[src/rtl/alu_arbiter_pkg.sv]
// Shared definitions for the ALU arbiter: ALU opcodes, arbiter state codes
// and requester (owner) ids.
package alu_arbiter_pkg;

    localparam int ALU_OP_W = 5;

    // ALU opcodes understood by the shared core ALU
    localparam logic [ALU_OP_W-1:0] ALU_PLUS  = 5'd0;
    localparam logic [ALU_OP_W-1:0] ALU_MINUS = 5'd1;
    localparam logic [ALU_OP_W-1:0] ALU_AND   = 5'd2;
    localparam logic [ALU_OP_W-1:0] ALU_OR    = 5'd3;
    localparam logic [ALU_OP_W-1:0] ALU_BEQ   = 5'd4;

    typedef enum logic {
        ARB_IDLE = 1'b0,
        ARB_LOCK = 1'b1
    } arb_state_e;

    typedef enum logic {
        REQ_CORE = 1'b0,
        REQ_FFT  = 1'b1
    } req_id_e;

endpackage

[src/rtl/alu_arbiter_grant.sv]
// Grant decision for the shared ALU: core priority, FFT starvation guard
// and a bounded FFT burst lock. Ready is only ever offered to one side.
module alu_arb_grant
    import alu_arbiter_pkg::*;
#(
    parameter int STARVE_LIM = 4,
    parameter int LOCK_MAX   = 8
) (
    input  logic clk,
    input  logic rst_n,
    input  logic c_valid,
    input  logic f_valid,
    input  logic f_lock,
    input  logic accept_ok,
    output logic c_ready,
    output logic f_ready
);

    localparam int STARVE_W = $clog2(STARVE_LIM + 1);
    localparam int LOCK_W   = (LOCK_MAX > 1) ? $clog2(LOCK_MAX) : 1;

    arb_state_e          state_q, state_d;
    logic [STARVE_W-1:0] starve_cnt_q, starve_cnt_d;
    logic [LOCK_W-1:0]   lock_cnt_q, lock_cnt_d;
    logic                c_grant, f_grant, c_fire, f_fire;
    logic                starved, lock_expired;

    // Pick the granted side, then update the FSM and both counters
    always_comb begin
        state_d      = state_q;
        starve_cnt_d = starve_cnt_q;
        lock_cnt_d   = lock_cnt_q;
        c_grant      = 1'b0;
        f_grant      = 1'b0;
        starved      = (starve_cnt_q == STARVE_W'(STARVE_LIM));
        lock_expired = (lock_cnt_q == LOCK_W'(LOCK_MAX - 1));

        if (state_q == ARB_LOCK) begin
            f_grant = 1'b1;
        end else if (f_valid && (!c_valid || starved)) begin
            f_grant = 1'b1;
        end else if (c_valid) begin
            c_grant = 1'b1;
        end

        c_ready = c_grant && accept_ok;
        f_ready = f_grant && accept_ok;
        c_fire  = c_valid && c_ready;
        f_fire  = f_valid && f_ready;

        if (f_fire) begin
            starve_cnt_d = '0;
        end else if ((state_q == ARB_IDLE) && c_fire && f_valid && !starved) begin
            starve_cnt_d = starve_cnt_q + 1'b1;
        end

        case (state_q)
            ARB_IDLE: begin
                if (f_fire && f_lock) begin
                    state_d    = ARB_LOCK;
                    lock_cnt_d = '0;
                end
            end
            ARB_LOCK: begin
                lock_cnt_d = lock_cnt_q + 1'b1;
                if (lock_expired || (f_fire && !f_lock)) begin
                    state_d    = ARB_IDLE;
                    lock_cnt_d = '0;
                end
            end
            default: begin
                state_d    = ARB_IDLE;
                lock_cnt_d = '0;
            end
        endcase
    end

    // Arbiter state and counters, synchronous active-low reset
    always_ff @(posedge clk) begin
        if (!rst_n) begin
            state_q      <= ARB_IDLE;
            starve_cnt_q <= '0;
            lock_cnt_q   <= '0;
        end else begin
            state_q      <= state_d;
            starve_cnt_q <= starve_cnt_d;
            lock_cnt_q   <= lock_cnt_d;
        end
    end

endmodule

[src/rtl/alu_arbiter.sv]
// Shares the core ALU between the RV32 execute stage (core) and the FFT
// butterfly sequencer through an issue register and a result register.
// Optional statistics counters are compiled in with ALU_ARB_STATS_EN.
module alu_arbiter
    import alu_arbiter_pkg::*;
#(
    parameter int DATA_W     = 32,
    parameter int OP_W       = 5,
    parameter int STARVE_LIM = 4,
    parameter int LOCK_MAX   = 8
) (
    input  logic              clk,
    input  logic              rst_n,
    input  logic              c_valid,
    output logic              c_ready,
    input  logic [OP_W-1:0]   c_op,
    input  logic [DATA_W-1:0] c_src1,
    input  logic [DATA_W-1:0] c_src2,
    input  logic [DATA_W-1:0] c_pc,
    output logic              c_rsp_valid,
    input  logic              c_rsp_ready,
    input  logic              f_valid,
    output logic              f_ready,
    input  logic [OP_W-1:0]   f_op,
    input  logic [DATA_W-1:0] f_src1,
    input  logic [DATA_W-1:0] f_src2,
    input  logic [DATA_W-1:0] f_pc,
    output logic              f_rsp_valid,
    input  logic              f_rsp_ready,
    input  logic              f_lock,
    output logic [OP_W-1:0]   alu_op,
    output logic [DATA_W-1:0] alu_src1,
    output logic [DATA_W-1:0] alu_src2,
    output logic [DATA_W-1:0] alu_pc,
    input  logic [DATA_W-1:0] alu_result,
    input  logic              alu_zero,
    output logic [DATA_W-1:0] rsp_data,
    output logic              rsp_zero
`ifdef ALU_ARB_STATS_EN
    ,
    output logic [31:0]       stat_c_cnt,
    output logic [31:0]       stat_f_cnt,
    output logic [31:0]       stat_stall_cnt
`endif
);

    logic              iss_v_q, iss_v_d;
    req_id_e           iss_owner_q, iss_owner_d;
    logic [OP_W-1:0]   alu_op_q, alu_op_d;
    logic [DATA_W-1:0] alu_src1_q, alu_src1_d;
    logic [DATA_W-1:0] alu_src2_q, alu_src2_d;
    logic [DATA_W-1:0] alu_pc_q, alu_pc_d;
    logic              rsp_v_q, rsp_v_d;
    req_id_e           rsp_owner_q, rsp_owner_d;
    logic [DATA_W-1:0] rsp_data_q, rsp_data_d;
    logic              rsp_zero_q, rsp_zero_d;
    logic              owner_rsp_ready, s2_free, s1_adv, accept_ok;
    logic              c_fire, f_fire;

    // Pipeline flow control; ready is held low while reset is asserted
    always_comb begin
        owner_rsp_ready = (rsp_owner_q == REQ_FFT) ? f_rsp_ready : c_rsp_ready;
        s2_free         = !rsp_v_q || owner_rsp_ready;
        s1_adv          = iss_v_q && s2_free;
        accept_ok       = rst_n && (!iss_v_q || s1_adv);
        c_fire          = c_valid && c_ready;
        f_fire          = f_valid && f_ready;
    end

    alu_arb_grant #(
        .STARVE_LIM (STARVE_LIM),
        .LOCK_MAX   (LOCK_MAX)
    ) u_grant (
        .clk       (clk),
        .rst_n     (rst_n),
        .c_valid   (c_valid),
        .f_valid   (f_valid),
        .f_lock    (f_lock),
        .accept_ok (accept_ok),
        .c_ready   (c_ready),
        .f_ready   (f_ready)
    );

    // Issue register loads the accepted request or empties when it advances
    always_comb begin
        iss_v_d     = iss_v_q;
        iss_owner_d = iss_owner_q;
        alu_op_d    = alu_op_q;
        alu_src1_d  = alu_src1_q;
        alu_src2_d  = alu_src2_q;
        alu_pc_d    = alu_pc_q;
        if (c_fire) begin
            iss_v_d     = 1'b1;
            iss_owner_d = REQ_CORE;
            alu_op_d    = c_op;
            alu_src1_d  = c_src1;
            alu_src2_d  = c_src2;
            alu_pc_d    = c_pc;
        end else if (f_fire) begin
            iss_v_d     = 1'b1;
            iss_owner_d = REQ_FFT;
            alu_op_d    = f_op;
            alu_src1_d  = f_src1;
            alu_src2_d  = f_src2;
            alu_pc_d    = f_pc;
        end else if (s1_adv) begin
            iss_v_d = 1'b0;
        end
    end

    // Result register captures the ALU output and holds it until consumed
    always_comb begin
        rsp_v_d     = rsp_v_q;
        rsp_owner_d = rsp_owner_q;
        rsp_data_d  = rsp_data_q;
        rsp_zero_d  = rsp_zero_q;
        if (s1_adv) begin
            rsp_v_d     = 1'b1;
            rsp_owner_d = iss_owner_q;
            rsp_data_d  = alu_result;
            rsp_zero_d  = alu_zero;
        end else if (rsp_v_q && owner_rsp_ready) begin
            rsp_v_d = 1'b0;
        end
    end

    // Pipeline registers; reset drops anything in flight
    always_ff @(posedge clk) begin
        if (!rst_n) begin
            iss_v_q     <= 1'b0;
            iss_owner_q <= REQ_CORE;
            alu_op_q    <= OP_W'(ALU_PLUS);
            alu_src1_q  <= '0;
            alu_src2_q  <= '0;
            alu_pc_q    <= '0;
            rsp_v_q     <= 1'b0;
            rsp_owner_q <= REQ_CORE;
            rsp_data_q  <= '0;
            rsp_zero_q  <= 1'b0;
        end else begin
            iss_v_q     <= iss_v_d;
            iss_owner_q <= iss_owner_d;
            alu_op_q    <= alu_op_d;
            alu_src1_q  <= alu_src1_d;
            alu_src2_q  <= alu_src2_d;
            alu_pc_q    <= alu_pc_d;
            rsp_v_q     <= rsp_v_d;
            rsp_owner_q <= rsp_owner_d;
            rsp_data_q  <= rsp_data_d;
            rsp_zero_q  <= rsp_zero_d;
        end
    end

    assign alu_op      = alu_op_q;
    assign alu_src1    = alu_src1_q;
    assign alu_src2    = alu_src2_q;
    assign alu_pc      = alu_pc_q;
    assign rsp_data    = rsp_data_q;
    assign rsp_zero    = rsp_zero_q;
    assign c_rsp_valid = rsp_v_q && (rsp_owner_q == REQ_CORE);
    assign f_rsp_valid = rsp_v_q && (rsp_owner_q == REQ_FFT);

`ifdef ALU_ARB_STATS_EN
    logic [31:0] stat_c_q, stat_c_d;
    logic [31:0] stat_f_q, stat_f_d;
    logic [31:0] stat_stall_q, stat_stall_d;

    // Accept counts per side and stall cycles, wrapping at 2^32
    always_comb begin
        stat_c_d     = stat_c_q + {31'd0, c_fire};
        stat_f_d     = stat_f_q + {31'd0, f_fire};
        stat_stall_d = stat_stall_q + {31'd0, (iss_v_q && !s2_free)};
    end

    // Statistics registers
    always_ff @(posedge clk) begin
        if (!rst_n) begin
            stat_c_q     <= '0;
            stat_f_q     <= '0;
            stat_stall_q <= '0;
        end else begin
            stat_c_q     <= stat_c_d;
            stat_f_q     <= stat_f_d;
            stat_stall_q <= stat_stall_d;
        end
    end

    assign stat_c_cnt     = stat_c_q;
    assign stat_f_cnt     = stat_f_q;
    assign stat_stall_cnt = stat_stall_q;
`endif

endmodule

[config.mk]
export PLATFORM = sky130hd
export DESIGN_NAME = alu_arbiter
export DESIGN_NICKNAME = d
export VERILOG_FILES = /design/src/rtl/alu_arbiter_pkg.sv /design/src/rtl/alu_arbiter_grant.sv /design/src/rtl/alu_arbiter.sv
export SDC_FILE = /design/constraint.sdc
export NUM_CORES = 1
export LEC_CHECK = 0
export ABC_AREA = 1
export CORE_AREA = 2 2 146 148
export CTS_CLUSTER_DIAMETER = 30
export DETAILED_ROUTE_END_ITERATION = 10
export DIE_AREA = 0 0 148 150
export PLACE_DENSITY = 0.8
export REMOVE_ABC_BUFFERS = 1
export SLEW_MARGIN = 30
export SYNTH_ARGS = -nofsm -noshare
export SYNTH_HDL_FRONTEND = slang
export SYNTH_SLANG_ARGS = --single-unit
[constraint.sdc]
create_clock -name clk -period 2.4 [get_ports clk]
set_clock_uncertainty 0.2 [all_clocks]
set_input_delay 0.48 -clock clk [delete_from_list [all_inputs] [get_ports clk]]
set_output_delay 0.48 -clock clk [all_outputs]
set_load 0.05 [all_outputs]
After elaboration in Yosys (flattened, before gate mapping) --
Index checks and enable logic that the tools add are counted.
Storage, ports and cells: latch bits 0, flip-flop bits (word level) 145, memory bits (read-only) 0, word-level logic and storage cells 75, bits of input ports 242, output and inout bits 138, bits in writable memories 0, memories kept 0
Cells by class: order comparisons 0, bitwise gates (word level) 3, add/subtract/negate cells 2, mux-type cells 25, reductions and logical operators 29, shift operators 0, divide/modulo/power cells 0, multipliers 0, equality and inequality tests 3
Operators by type and width (number):
- $mux W32 | 6
- $logic_and A1 B1 Y1 | 15
- $mux W1 | 13
- $mux W5 | 2
- $add A3 B1 Y3 const B | 2
- $eq A3 B3 Y1 const B | 2
- $mux W3 | 2
- $pmux W3 S2 | 1
- $logic_not A1 Y1 | 5
- $logic_or A1 B1 Y1 | 4
- $reduce_bool A2 Y1 | 2
- $reduce_or A2 Y1 | 2
- $not A1 Y1 | 3
- $reduce_bool A3 Y1 | 1
- $ne A2 B2 Y1 const B | 1
- $pmux W1 S2 | 1

Longest topological paths before layout --
depth in word-level cells 11, depth in mapped cells 13, gate-level depth less buffers 12

By module --
From an unflattened synthesis, not the netlist that was laid out.
Unflattened totals: cell total of the unflattened synthesis 1065, area, all modules 6805.3 µm²
Modules (own cells, without submodules):
- alu_arbiter | area each 6379.9 µm², times used 1, cells each 1009, sequential area each 2762.6 µm²
- alu_arb_grant | area each 425.4 µm², times used 1, cells each 56, sequential area each 140.1 µm²

Worst setup path after synthesis --
No wires, ideal clock.
path kind register to output, start point register u_grant.starve_cnt_q[0], end point output port c_ready, stages on the path, launching flop included 9, buffers on the path 1, required time 1.720 ns, slack 0.267 ns, arrival 1.453 ns, cell sequence dfxtp_1 -> inv_1 -> ha_1 -> nand2_1 -> nand2_1 -> a21oi_2 -> nand4_2 -> inv_2 -> buf_2
Between the ends: cells in the longest elaborated chain, start to end 6
Ends and longest elaborated chain:
- start, declared | line alu_arbiter_grant.sv:23 | logic [STARVE_W-1:0] starve_cnt_q, starve_cnt_d;
- start signal, assigned | line alu_arbiter_grant.sv:86 | starve_cnt_q <= starve_cnt_d;
- $eq A3 B3 Y1 | line alu_arbiter_grant.sv:35 | starved = (starve_cnt_q == STARVE_W'(STARVE_LIM));
- $logic_or A1 B1 Y1 | line alu_arbiter_grant.sv:40 | end else if (f_valid && (!c_valid || starved)) begin
- $logic_and A1 B1 Y1 | line alu_arbiter_grant.sv:40
- $mux W1 | line alu_arbiter_grant.sv:40
- $mux W1 | line alu_arbiter_grant.sv:38 | if (state_q == ARB_LOCK) begin
- $logic_and A1 B1 Y1 | line alu_arbiter_grant.sv:46 | c_ready = c_grant && accept_ok;
- end, declared | line alu_arbiter.sv:15 | output logic c_ready,
Every way passes these cells.

Worst setup path after layout --
start point input port f_rsp_ready, end point output port f_ready
Between the ends: cells in the longest elaborated chain, start to end 6
Ends and longest elaborated chain:
- start, declared | line alu_arbiter.sv:29 | input logic f_rsp_ready,
- $mux W1 | line alu_arbiter.sv:62 | owner_rsp_ready = (rsp_owner_q == REQ_FFT) ? f_rsp_ready : c_rsp_ready;
- $logic_or A1 B1 Y1 | line alu_arbiter.sv:63 | s2_free = !rsp_v_q || owner_rsp_ready;
- $logic_and A1 B1 Y1 | line alu_arbiter.sv:64 | s1_adv = iss_v_q && s2_free;
- $logic_or A1 B1 Y1 | line alu_arbiter.sv:65 | accept_ok = rst_n && (!iss_v_q || s1_adv);
- $logic_and A1 B1 Y1 | line alu_arbiter.sv:65
- $logic_and A1 B1 Y1 | line alu_arbiter_grant.sv:47 | f_ready = f_grant && accept_ok;
- end, declared | line alu_arbiter.sv:23 | output logic f_ready,
Every way passes these cells.

==> results.py <==
metrics = {
    "clock_network": {
        "cts-buffers-inserted": 17,
        "clk_pin_slew_worst_paths_ps": 60,
        "htreeDepth": 4,
        "max-clock-path-buffers": 2,
        "cts_tree": "done",
        "clk_latency_ps": 410,
        "postCtsHoldBufs": 0,
        "clock-sinks": 145,
        "cts-root-buf": "clkbuf_16",
    },
    "sta": {
        "worstMarginPinSlew_ps": 683,
        "finalSetupViolations": 0,
        "tns_ps": 0,
        "min_period_ps": 2340,
        "layout_setup_ws_ps": 57.8,
        "clock.fmax_mhz": 427,
        "finalCritPeriodShare": 0.976,
        "maxSlewHeadroom": 0.545,
        "maxSlewViolCount": 0,
        "fin_hold_ws_ps": 166,
        "rsz0062_at_grt": "no",
        "hold_viol_final": 0,
    },
    "global_routing": {
        "grt_pass1_vias": 7077,
        "gr-usage-all-layers": 0.203,
        "grt_start_max_net_pins": 76,
        "antenna_found_initial": 0,
        "grt_pass1_wl_um": 35900,
        "overflow": 0,
    },
    "setup_path": {
        "path_max_fanout": 3,
        "arrival_ps": 1660,
        "crit_type": "in2out",
        "crit_family": "buffers and inverters",
        "endpoint_kind": "output port",
        "worstPathRequired_ps": 1720,
        "crit_buf_inv": 3,
        "slowest_stage": "clkdlybuf4s50_1",
        "cp-start-kind": "input port",
        "crit_chain": "clkdlybuf4s50_1 > nand2_1 > nand4_2 > nand2_2 > nor2_4 > buf_4 > buf_12",
        "critPathMaxStageDelay_ps": 470,
    },
    "yosys": {
        "yosysTopAreaCell": "dfxtp_1",
        "synth_top_cells_by_area": "dfxtp_1 (45%), nand2_1 (19%), nor2_1 (16%)",
        "async_flop_share": 0,
        "syn_avg_cell_area_sq_um": 6.52,
        "ys_seq_area_frac": 0.451,
        "synth_common_cells": "nand2_1 (321), nor2_1 (277), dfxtp_1 (145), o21ai_0 (136), buf_2 (30)",
        "synth_edf_count": 0,
        "netlist_area_sq_um": 6440,
        "ys_types": 18,
        "synth_warnings": 0,
        "yosysMostFrequentCell": "nand2_1",
        "synthCells": 988,
        "synth-seq-cells": 145,
        "ys.flop_type": "dfxtp_1",
        "synth_top_area_frac": 0.451,
    },
    "drt": {
        "vias_per_cell": 4.55,
        "routed_wl_um": 23400,
        "dr.pass1.iters": 5,
        "drt_iter0_markers": 362,
        "num_vias": 7445,
        "drc": 0,
        "ant_nets": 0,
        "wire_per_inst_um": 14.3,
    },
    "die": {
        "start_util": 0.311,
        "io_pins": 380,
        "die_y_um": 150,
        "chipWidth_um": 148,
        "fp-row-count": 53,
        "core_area_sq_um": 20700,
        "die_area_sq_um": 22200,
    },
    "placement": {
        "pre_cts_ws_ps": -307,
        "post_dp_cell_area_sq_um": 10500,
        "dp_hpwl_um": 17000,
        "io_buffer_count": 379,
        "placed_cells": 1601,
        "gp_congestion": 0.796,
    },
    "power": {
        "powerDensity_nw_per_um2": 650,
        "p_leak_nw": 4.87,
        "comb_power_share": 0.282,
        "ir_drop_uv": 472,
        "p_total_mw": 7.25,
        "internal_power_mw": 4.83,
        "p_sw_mw": 2.42,
        "share_seq_of_total_power": 0.369,
        "swShare": 0.334,
        "power.share.clock": 0.349,
    },
    "cells_and_area": {
        "finalNonFillerCells": 1637,
        "fin_util": 0.539,
        "n_antenna_cell": 0,
        "area_growth_syn_to_layout_pct": 73.2,
        "fillCellCount": 1967,
        "final_area_sq_um": 11200,
        "drive_above_1_share": 0.0602,
        "nets": 1595,
    },
    "status": {
        "outcome": "finished, final reports clean",
    },
    "run": {
        "cap_viol_max_count": 0,
    },
    "worst_hold_path": {
        "hp-class": "in2reg",
    },
}
[registers in the layout, indices dropped and copies added, names as in the netlist]
name and cells:
rsp_owner_q 1, iss_v_q 1, alu_pc 32, alu_op 5, iss_owner_q 1, u_grant.starve_cnt_q 3, rsp_zero 1, u_grant.lock_cnt_q 3
rsp_v_q 1, alu_src2 32, u_grant.state_q 1, alu_src1 32, rsp_data 32
[worst min-delay path: stages]
cell and delay (ps):
buf_4 150, nand2_1 70, nor2_1 30
[per-layer routing]
layer / track usage / wire (um) / vias to the layer above
met1: 0.224 / 9200 / 3307
met4: 0.0605 / 444 / 0
met3: 0.0768 / 2260 / 30
met5: 0 / 0 / -
li1: - / - / 3792
met2: 0.361 / 11500 / 316
[path summary, 6_finish.rpt]
path                                                            from                                   end  slack [ps]  cells past startpoint
worst max register to register  u_grant.starve_cnt_q[1]$_SDFFE_PP0P_  u_grant.starve_cnt_q[2]$_SDFFE_PP0P_         200                     13
worst min register to register    u_grant.lock_cnt_q[1]$_SDFFE_PN0P_    u_grant.lock_cnt_q[1]$_SDFFE_PN0P_         290                      2
worst min-delay path                                           rst_n    u_grant.lock_cnt_q[0]$_SDFFE_PN0P_         170                      3
worst max-delay path                                     f_rsp_ready                               f_ready          60                      7
[layout by cell type, fill, tap and decap left out, types with 2 or more instances in the layout]
| master | count |
|---|---|
| buf_12 | 9 |
| dfxtp_2 | 2 |
| inv_8 | 2 |
| dfxtp_1 | 143 |
| clkinvlp_4 | 2 |
| inv_1 | 12 |
| nand2_4 | 2 |
| clkinv_2 | 3 |
| clkinv_4 | 3 |
| nand3_1 | 7 |
| buf_6 | 2 |
| nand2_2 | 3 |
| clkbuf_16 | 17 |
| ha_1 | 3 |
| nand2_1 | 319 |
| buf_4 | 21 |
| a21oi_1 | 8 |
| inv_2 | 3 |
| o21ai_0 | 136 |
| clkdlybuf4s50_1 | 374 |
| nor2_1 | 276 |
| inv_6 | 6 |
[layout make-up]
cell class / count / area, sq um / share of cell area
Inverter: 17 / 70.1 / 0.00628
Tap cell: 275 / 344 / 0.0308
Sequential cell: 145 / 2910 / 0.260
Timing Repair Buffer: 407 / 4110 / 0.369
Clock inverter: 14 / 118 / 0.0105
Multi-Input combinational cell: 761 / 3170 / 0.284
Clock buffer: 18 / 439 / 0.0394
[cell families after synthesis]
family	synth area share
xor+xnor	0.00136
compound gates	0.113
buf+inv	0.0647
fa+ha+maj	0.00777
simple gates	0.362
flops	0.451
[power groups by stage]
stage	sequential, mW	clock [mW]	combinational (mW)
final	2.68	2.53	2.04
after global routing	2.70	2.72	2.18
after CTS	2.68	2.61	2.05
after detailed placement	2.73	0	2.04
after global placement	2.72	0	2.02
after floorplan	3.34	0	0.444
[timing repair]
| item | CTS | global route |
|---|---|---|
| resized for setup | 11 | 4 |
| gates cloned | 0 | 0 |
| setup buffers | 4 | 0 |
| pin swaps | 4 | 2 |
| endpoints found under the setup margin | 22 | 55 |
Power figures use the tool's default switching activity.
==> RTL edit (same flow settings) <==
Take the reset off `alu_src1_q`, `alu_src2_q` and `rsp_data_q` and load them in a clocked block of their own.
--- a/src/rtl/alu_arbiter.sv
+++ b/src/rtl/alu_arbiter.sv
@@ -131,10 +131,7 @@
             iss_owner_q <= REQ_CORE;
             alu_op_q    <= OP_W'(ALU_PLUS);
-            alu_src1_q  <= '0;
-            alu_src2_q  <= '0;
             alu_pc_q    <= '0;
             rsp_v_q     <= 1'b0;
             rsp_owner_q <= REQ_CORE;
-            rsp_data_q  <= '0;
             rsp_zero_q  <= 1'b0;
         end else begin
@@ -142,12 +139,15 @@
             iss_owner_q <= iss_owner_d;
             alu_op_q    <= alu_op_d;
-            alu_src1_q  <= alu_src1_d;
-            alu_src2_q  <= alu_src2_d;
             alu_pc_q    <= alu_pc_d;
             rsp_v_q     <= rsp_v_d;
             rsp_owner_q <= rsp_owner_d;
-            rsp_data_q  <= rsp_data_d;
             rsp_zero_q  <= rsp_zero_d;
         end
+    end
+
+    always_ff @(posedge clk) begin
+        alu_src1_q <= alu_src1_d;
+        alu_src2_q <= alu_src2_d;
+        rsp_data_q <= rsp_data_d;
     end
 
Behaviour: differs if rst_n is asserted again (counterexample within 4 cycles, from zero or initial values and one cycle with rst_n low); with rst_n held inactive, the same outputs for 4 cycles.
==> RTL edit against the original RTL <==
  * Setup slack improved by 22 ps
  * Fmax increased by 0.95%
  * Area after synthesis is 5.6% lower
  * Via count is 20% lower
  * Total power decreased by 3.0%
  * Wire length down 7.5%
  * Final area decreased by 2.0%
  * Sequential cell count unchanged
  * Final cell count shrank 18%
  * Critical path type is now reg -> out
  * Critical endpoint is now c_ready
  * Largest cell class unchanged
  * Highest routed layer unchanged
==> RTL edit: results (changes against the original RTL) <==
| Metric | Value |
|---|---|
| CP max FO | 4 (was 3) |
| Reg2Reg Depth | 12 (was 13) |
| Tot GR Track Use | 0.187 (was 0.203) |
| FF-to-FF setup slack | 240 ps (was 200 ps) |
| Dominant synthesized flop cell | edfxtp_1 (was dfxtp_1) |
| Pre-Repair DR Iteration Count | 5 (unchanged) |
| Met3 usage | 0.0375 (was 0.0768) |
| End of the critical path | c_ready (was f_ready) |
| Worst VDD drop | 0.380 mV (was 0.472 mV) |
| Post-synth top cells | nand2_1, edfxtp_1, nor2_1 (was nand2_1, nor2_1, dfxtp_1) |
| Met1 Resource Use GR | 0.221 (was 0.224) |
| Layout cell share with drive strength beyond 1 | 0.0781 (was 0.0602) |
| Wire length per cell | 16.0 um (was 14.3 um) |
| GP Congestion | 0.887 (was 0.796) |
| Worst r2r dst | u_grant.starve_cnt_q[0] (was u_grant.starve_cnt_q[2]) |
| Reg-to-reg critical path startpoint | u_grant.starve_cnt_q[0] (was u_grant.starve_cnt_q[1]) |
| DRT iter0 DRCs | 375 (was 362) |
| Lkg Pwr | 0.00451 uW (was 0.00487 uW) |
| Post-detail-place hpwl | 16,300 um (was 17,000 um) |
| Sequential element share of the synthesized area | 0.635 (was 0.451) |
| HP Class | reg -> reg (was in -> reg) |
| Largest cells by area after synthesis | edfxtp_1, nand2_1, dfxtp_1, nor2_1, o21ai_0 (was dfxtp_1, nand2_1, nor2_1, o21ai_0, buf_2) |
| Crit path from | u_grant.starve_cnt_q[0] (was f_rsp_ready) |
| Synthesis Warnings | 0 (unchanged) |
| Largest net degree at the start of global routing | 50 (was 76) |
| Arrival @ worst endpoint | 1640 ps (was 1660 ps) |
| Number of global-route vias before repair | 5,737 (was 7,077) |
| CTS clk-pin slew, worst paths | 70 ps |
| Status | complete, no violations (unchanged) |
| Slew headroom | 0.604 (was 0.545) |
| Met2 usage | 0.334 (was 0.361) |
| Yosys cell types | 21 (was 18) |
| Nets | 1,308 (was 1,595) |
| First-pass GRT wire length | 31,800 um (was 35,900 um) |
| DR vias | 5,931 (was 7,445) |
RTL edit: cell types whose count changed in the layout (fill, tap and decap cells not counted), moves of 2 or more:
cell / change
edfxtp_1: +96
nor2_1: -193
buf_12: +2
o21ai_1: +3
o21ai_0: -99
clkdlybuf4s50_1: -2
inv_6: -3
dfxtp_1: -96
clkinv_4: +2
RTL edit: stage by stage:
| step | area, um2 | power, uW | std cells | utilization | setup WS, ps |
|---|---|---|---|---|---|
| CTS | 10900 | 7100 | 1346 | 0.527 | 3.99 |
| finish | 10900 | 7030 | 1350 | 0.528 | 79.8 |
| global placement | 10300 | 4550 | 1312 | 0.498 | 3.29 |
| floorplan | 5860 | 3730 | 635 | - | -2660 |
| global route | 10900 | 7300 | 1350 | 0.528 | -12.0 |
| detailed placement | 10300 | 4580 | 1312 | 0.498 | -40.4 |
RTL edit: worst min-delay path by stage:
stage	end	from	cells past startpoint	slack (ps)
after detailed placement	u_grant.starve_cnt_q[1]	u_grant.starve_cnt_q[1]	2	280
after global routing	u_grant.lock_cnt_q[2]	u_grant.lock_cnt_q[2]	2	320
after floorplan	u_grant.starve_cnt_q[1]	u_grant.starve_cnt_q[1]	2	260
final	u_grant.lock_cnt_q[2]	u_grant.lock_cnt_q[2]	2	300
after global placement	u_grant.starve_cnt_q[0]	u_grant.starve_cnt_q[0]	2	270
after CTS	u_grant.lock_cnt_q[2]	u_grant.lock_cnt_q[2]	2	300
RTL edit: power by group:
| part | internal [uW] | switching [uW] |
|---|---|---|
| clock network | 1350 | 1150 |
| registers | 2840 | 55.1 |
| logic | 724 | 914 |
RTL edit: timing repair:
action | in CTS | in global routing
gates resized for setup | 12 | 0
endpoints found under the setup margin | 4 | 1
pin swaps | 3 | 2
setup buffers | 3 | 4
hold buffers | 0 | 0
RTL edit: layer usage:
layer / share of wire / vias up
met5: 0 / -
met1: 0.38 / 2703
li1: - / 2926
met2: 0.53 / 268
met4: 0.025 / 0
met3: 0.066 / 34
RTL edit: cell families after synthesis:
family          count (synthesis)  share of synthesized area
simple gates                  419                      0.266
buf+inv                        52                     0.0471
compound gates                 49                     0.0422
flops                         145                      0.635
xor+xnor                        1                    0.00144
fa+ha+maj                       4                    0.00823
RTL edit: critical path, stage by stage (launching register included):
cell and delay (ps):
dfxtp_2 340, inv_2 50, ha_4 150, nand2_2 60, nand2_2 60, a21oi_4 180
nand4_4 130, clkinv_4 110, buf_12 140
RTL edit: area by class of cell:
class                      count  area, um2  share of cell area
multi-input combinational    473       1970               0.180
clock inverter                15        128              0.0117
tap                          275        344              0.0315
timing repair buffer         408       4140               0.378
inverter                      17       68.8             0.00629
clock buffer                  17        425              0.0389
sequential                   145       3870               0.354
